<file path="config.mk">
export PLATFORM = sky130hd
export DESIGN_NAME = regfile_wb_arbiter
export DESIGN_NICKNAME = d
export VERILOG_FILES = /design/src/rtl/regfile_wb_pkg.sv /design/src/rtl/regfile_wb_arbiter_rr_arbiter.sv /design/src/rtl/regfile_wb_arbiter.sv
export SDC_FILE = /design/constraint.sdc
export NUM_CORES = 1
export LEC_CHECK = 0
export BUFFER_PORTS_ARGS = -buffer_cell sky130_fd_sc_hd__buf_2
export CORE_MARGIN = 2
export CORE_UTILIZATION = 54
export DETAILED_ROUTE_END_ITERATION = 10
export PLACE_DENSITY = 0.9
export SLEW_MARGIN = 25
export SYNTH_ARGS = -nofsm -noshare
export SYNTH_HDL_FRONTEND = slang
export SYNTH_SLANG_ARGS = --single-unit
</file>
<file path="constraint.sdc">
create_clock -name clk -period 5 [get_ports clk]
set_clock_uncertainty 0.15 [all_clocks]
set_input_delay 0.25 -clock clk [delete_from_list [all_inputs] [get_ports clk]]
set_output_delay 0.25 -clock clk [all_outputs]
set_load 0.005 [all_outputs]
</file>
<file path="src/rtl/regfile_wb_pkg.sv">
// Shared types and defaults for the register-file writeback arbiter.
package regfile_wb_pkg;

   localparam int DEF_ADR_W  = 5;
   localparam int DEF_DATA_W = 32;

   localparam logic [DEF_ADR_W-1:0] ZERO_REG = 5'd0;

   typedef struct packed {
      logic [DEF_ADR_W-1:0]  adr;
      logic [DEF_DATA_W-1:0] data;
   } wb_entry_t;

endpackage

</file>
<file path="src/rtl/regfile_wb_arbiter_rr_arbiter.sv">
// Round-robin one-hot arbiter: searches req from ptr upward, wrapping modulo N_REQ.
module rr_arbiter #(
   parameter int N_REQ = 3,
   parameter int PTR_W = 2
) (
   input  logic [N_REQ-1:0] req,
   input  logic [PTR_W-1:0] ptr,
   output logic [N_REQ-1:0] grant
);

   always_comb begin
      int  idx;
      logic found;
      grant = '0;
      found = 1'b0;
      idx   = 0;
      for (int k = 0; k < N_REQ; k++) begin
         idx = (int'(ptr) + k) % N_REQ;
         if (!found && req[idx]) begin
            grant[idx] = 1'b1;
            found      = 1'b1;
         end
      end
   end

endmodule

</file>
<file path="src/rtl/regfile_wb_arbiter.sv">
// Shares the register file write port among N_REQ writeback requesters via one-entry slots.
// Optional macro WB_BYPASS_EN adds a combinational forwarding lookup (lookup_adr/fwd_hit/fwd_data).
module regfile_wb_arbiter
   import regfile_wb_pkg::*;
#(
   parameter int N_REQ  = 3,
   parameter int ADR_W  = DEF_ADR_W,
   parameter int DATA_W = DEF_DATA_W,
   parameter int CNT_W  = 16
) (
   input  logic                    clk,
   input  logic                    rst_n,
   input  logic [N_REQ-1:0]        req_valid,
   output logic [N_REQ-1:0]        req_ready,
   input  logic [N_REQ*ADR_W-1:0]  req_adr,
   input  logic [N_REQ*DATA_W-1:0] req_data,
   output logic                    rf_we,
   output logic [ADR_W-1:0]        rf_wadr,
   output logic [DATA_W-1:0]       rf_wdata,
   output logic                    busy,
   output logic [CNT_W-1:0]        conflict_cnt
`ifdef WB_BYPASS_EN
  ,input  logic [ADR_W-1:0]        lookup_adr
  ,output logic                    fwd_hit
  ,output logic [DATA_W-1:0]       fwd_data
`endif
);

   localparam int PTR_W = (N_REQ > 1) ? $clog2(N_REQ) : 1;
   localparam logic [ADR_W-1:0] R0 = ADR_W'(ZERO_REG);

   logic [N_REQ-1:0]  pend_p0;
   logic [ADR_W-1:0]  slot_adr_p0  [N_REQ];
   logic [DATA_W-1:0] slot_data_p0 [N_REQ];
   logic [N_REQ-1:0]  same_mask, arb_req, grant, accept;
   logic [PTR_W-1:0]  rr_ptr, grant_idx;
   logic [ADR_W-1:0]  g_adr;
   logic [DATA_W-1:0] g_data;
   logic              any_grant, multi_pend;

   // A slot shadowed by a lower-index pending slot with the same address waits its turn,
   // so writes to one register leave in index order and the highest index lands last.
   always_comb begin
      same_mask = '0;
      for (int i = 0; i < N_REQ; i++) begin
         for (int j = 0; j < N_REQ; j++) begin
            if (j < i && pend_p0[i] && pend_p0[j] && slot_adr_p0[i] == slot_adr_p0[j])
               same_mask[i] = 1'b1;
         end
      end
   end

   assign arb_req = pend_p0 & ~same_mask;

   rr_arbiter #(.N_REQ(N_REQ), .PTR_W(PTR_W)) u_rr (
      .req   (arb_req),
      .ptr   (rr_ptr),
      .grant (grant)
   );

   always_comb begin
      grant_idx = '0;
      g_adr     = '0;
      g_data    = '0;
      for (int i = 0; i < N_REQ; i++) begin
         if (grant[i]) begin
            grant_idx = PTR_W'(i);
            g_adr     = slot_adr_p0[i];
            g_data    = slot_data_p0[i];
         end
      end
   end

   assign any_grant  = |grant;
   assign multi_pend = ($countones(pend_p0) >= 2);
   assign req_ready  = ~pend_p0 | grant;
   assign accept     = req_valid & req_ready;
   assign busy       = |pend_p0;

   // Slot stage: pending flags, pointer, output stage and counter
   always_ff @(posedge clk or negedge rst_n) begin
      if (!rst_n) begin
         pend_p0      <= '0;
         rr_ptr       <= '0;
         rf_we        <= 1'b0;
         rf_wadr      <= '0;
         rf_wdata     <= '0;
         conflict_cnt <= '0;
      end else begin
         for (int i = 0; i < N_REQ; i++) begin
            if (accept[i])
               pend_p0[i] <= (req_adr[i*ADR_W +: ADR_W] != R0);
            else if (grant[i])
               pend_p0[i] <= 1'b0;
         end
         rf_we <= any_grant;
         if (any_grant) begin
            rf_wadr  <= g_adr;
            rf_wdata <= g_data;
            rr_ptr   <= (int'(grant_idx) == N_REQ - 1) ? '0 : grant_idx + 1'b1;
         end
         if (multi_pend && !(&conflict_cnt))
            conflict_cnt <= conflict_cnt + 1'b1;
      end
   end

   always_ff @(posedge clk) begin
      for (int i = 0; i < N_REQ; i++) begin
         if (accept[i]) begin
            slot_adr_p0[i]  <= req_adr[i*ADR_W +: ADR_W];
            slot_data_p0[i] <= req_data[i*DATA_W +: DATA_W];
         end
      end
   end

`ifdef WB_BYPASS_EN
   // Later (higher-index) pending matches override earlier ones and the output stage.
   always_comb begin
      fwd_hit  = 1'b0;
      fwd_data = '0;
      if (lookup_adr != R0) begin
         if (rf_we && rf_wadr == lookup_adr) begin
            fwd_hit  = 1'b1;
            fwd_data = rf_wdata;
         end
         for (int i = 0; i < N_REQ; i++) begin
            if (pend_p0[i] && slot_adr_p0[i] == lookup_adr) begin
               fwd_hit  = 1'b1;
               fwd_data = slot_data_p0[i];
            end
         end
      end
   end
`endif

endmodule

</file>
==> impl_metrics.csv <==
group,metric,value,unit
grt,grt.total_usage,29.05,%
floorplanning,ios,174,
place,dp.cells,888,
clock_tree,cts_buffer_depth,2,
flow_run,max_cap_violations,0,
timing,hold_viol,0,
grt,met1_usage,35.05,%
synth,synth_edf_count,111,
detailed_routing,post_drt_wl_per_cell,20.34,um
finish,fin_area,10160,um2
grt,grt_use_met2,49.83,%
place,gp_congestion,0.8570,
clock_tree,clk_latency,0.43,ns
worst_setup_path,startpoint_type,"flop",
worst_setup_path,critical_path.max_stage_delay,0.74,ns
timing,fmax,255.7,MHz
pwr,p_leak,3.980,nW
pwr,powerDensity,821.8,nW/um2
finish,fin_cells,1036,
grt,grt_overflow_total,0,
timing,worstMarginPinSlew,1.018,ns
clock_tree,cts-root-buf,"clkbuf_16",
finish,n_antenna_cell,0,
clock_tree,cts_tree,"done",
synth,synthTopCellsByArea,"edfxtp_1 (44%), dfrtp_1 (20%), nor4_2 (5.0%), nor2_1 (3.8%), a211oi_2 (3.3%)",
pwr,vdd_drop_max,0.0007209,V
synth,synth_nets,690,
clock_tree,post_cts.repair.setup_buffers,0,
floorplanning,start_util,54.77,%
synth,synth_area,7543,um2
timing,drv_slew,0,
synth,synth_top_area_cell,"edfxtp_1",
detailed_routing,drc_errors,0,
finish,final_common_cell,"buf_2",
synth,ys_seq_area_share,63.76,%
place,io_buffers,173,
clock_tree,clk_pin_slew,0.07,ns
worst_setup_path,worstPathArrival,4.01,ns
worst_setup_path,cp.buffers_inverters,2,
grt,grt_first_pass_wirelength,32.30,mm
floorplanning,dieWidth,122.2,um
detailed_routing,num_vias,6028,
detailed_routing,detail_route.vias_per_cell,5.819,
finish,nNetsFinal,965,
timing,finalCritPeriodShare,78.22,%
synth,synth_ff_type,"edfxtp_1",
worst_setup_path,required,5.10,ns
synth,netlist_instances,568,
grt,busiest_layer,"met2",
outcome,status,"complete, no violations",
timing,period_minus_slack,3.911,ns
worst_setup_path,cp_num_cells,11,
floorplanning,die_h,122.2,um
worst_setup_path,r2r_cells,11,
detailed_routing,dr.first_iter.drc_count,449,
synth,synth.top_cell.area_share,44.19,%
finish,multi_input_area,2441,um2
worst_setup_path,crit_slowest_cell,"a32oi_2",
finish,final_cell_mix,"buf_2 (173), dlygate4sd3_1 (115), edfxtp_1 (111), nor2_1 (76), dfrtp_1 (59)",
synth,synth_cell_types,56,
worst_setup_path,path_cells,"inv_1 > ha_1 > nand3b_1 > a41oi_1 > nor3_2 > o41ai_1 > a32oi_2 > o21bai_4 > buf_4 > nor4_1 > a211oi_1",
timing,grt_setup_unrepaired,"false",
worst_setup_path,crit_family,"compound AO/OA/AOI/OAI gates",
timing,slew_headroom,32.11,%
finish,nFillCells,851,
place,placed_area,8424,um2
timing,setup_viol,0,
clock_tree,htree_levels,4,
worst_setup_path,critPathMaxFanout,22,
worst_setup_path,crit_path_end_kind,"flop",
detailed_routing,wirelength,21.07,mm
grt,antenna_found_initial,0,
synth,yosysWarnings,0,
synth,asyncSetResetFlopFracSynth,34.71,%
grt,grt.met3_usage,7.210,%
grt,grt_pass1_vias,6171,
synth,ys_ff_latch,170,
floorplanning,die_area,14930,um2
clock_tree,cts-buffers-inserted,17,
floorplanning,fp.coreArea,13770,um2
timing,finalSetupTns,0,ns
grt,grt_start_max_net_pins,74,
floorplanning,row_count,43,
detailed_routing,ant_nets,0,
pwr,finalPower,8.353,mW
finish,layout-area-overhead-vs-synth,34.75,%
hold_path,hp-class,"in2async",
place,dp_hpwl,11.89,mm
detailed_routing,drt-pass1-iter-count,5,
timing,fin_hold_ws,0.2744,ns
finish,seqCellArea,4810,um2
synth,avgSynthCellArea,13.28,um2
worst_setup_path,crit_type,"reg2reg",
finish,drive_gt1_share,32.01,%
clock_tree,clock_sinks,170,
-- cells by family (layout without fill, tap and decap cells) --
kind of cell	Yosys count	in the layout	share of synthesized area, %
compound gates	137	137	13.34
flops	170	170	63.76
xor+xnor	29	29	3.367
buf+inv	48	336	4.180
simple gates	173	173	13.68
mux	5	5	0.6801
fa+ha+maj	6	6	0.9952
-- per-stage QoR --
stage	worst slack (ns)	util [%]
after detailed placement	1.082	61.16
after floorplan	1.335	-
after global routing	0.8293	73.80
after global placement	1.246	61.13
final	1.089	73.80
after CTS	1.048	73.66
-- routing by layer --
metal,vias up,wire (um),part of all wire [%]
li1,2704,-,-
met1,2893,7814,37
met2,373,10790,51
met3,58,1842,8.7
met4,0,622,3.0
met5,-,0,0
-- registers in the layout (all words and copies together), names as in the netlist --
name          count
slot_data_p0     96
rf_wdata         32
conflict_cnt     16
slot_adr_p0      15
rf_wadr           5
pend_p0           3
rr_ptr            2
rf_we             1
-- final timing paths --
| path | from | endpoint | slack (ns) |
|---|---|---|---|
| min in group clk | conflict_cnt[9] | conflict_cnt[9] | 0.33 |
| worst min register to register | conflict_cnt[9] | conflict_cnt[9] | 0.33 |
| worst max register to register | rr_ptr[0] | rf_wdata[1] | 1.09 |
| worst min-delay path | rst_n | rf_wadr[2] | 0.27 |
| max in group asynchronous | rst_n | rf_wdata[11] | 3.52 |
| worst max-delay path | rr_ptr[0] | rf_wdata[1] | 1.09 |
-- synth_stat cells (all sizes together) (5+ instances only) --
cell	count
a21oi	5
edfxtp	111
and2	6
clkbuf	11
nor4	34
nand2	23
o21ai	43
xnor2	21
nand3	8
inv	8
buf	29
o22ai	34
ha	6
dfrtp	59
a211oi	34
nor2	76
xor2	8
-- power by group --
part           switching (mW)  internal [mW]  total [mW]  leakage, nW
registers               0.328           2.25        2.58         1.73
clock network           0.543          0.750        1.29        0.283
logic                    2.86           1.62        4.48         1.97
-- area by class of cell --
| cell class | count | share of cell area [%] |
|---|---|---|
| repair buffers | 296 | 20.56 |
| clock inverters | 11 | 1.169 |
| multi-input cells | 350 | 24.02 |
| well taps | 180 | 2.216 |
| inverters | 8 | 0.2954 |
| flip-flops and latches | 170 | 47.32 |
| clock buffers | 21 | 4.431 |
-- what timing repair did --
action	in CTS	in global routing
endpoints found under the hold margin	141	0
hold buffers	115	0
resized for setup	0	0
setup endpoints to repair	0	0
Note: power is estimated with default switching activity, not from simulation.
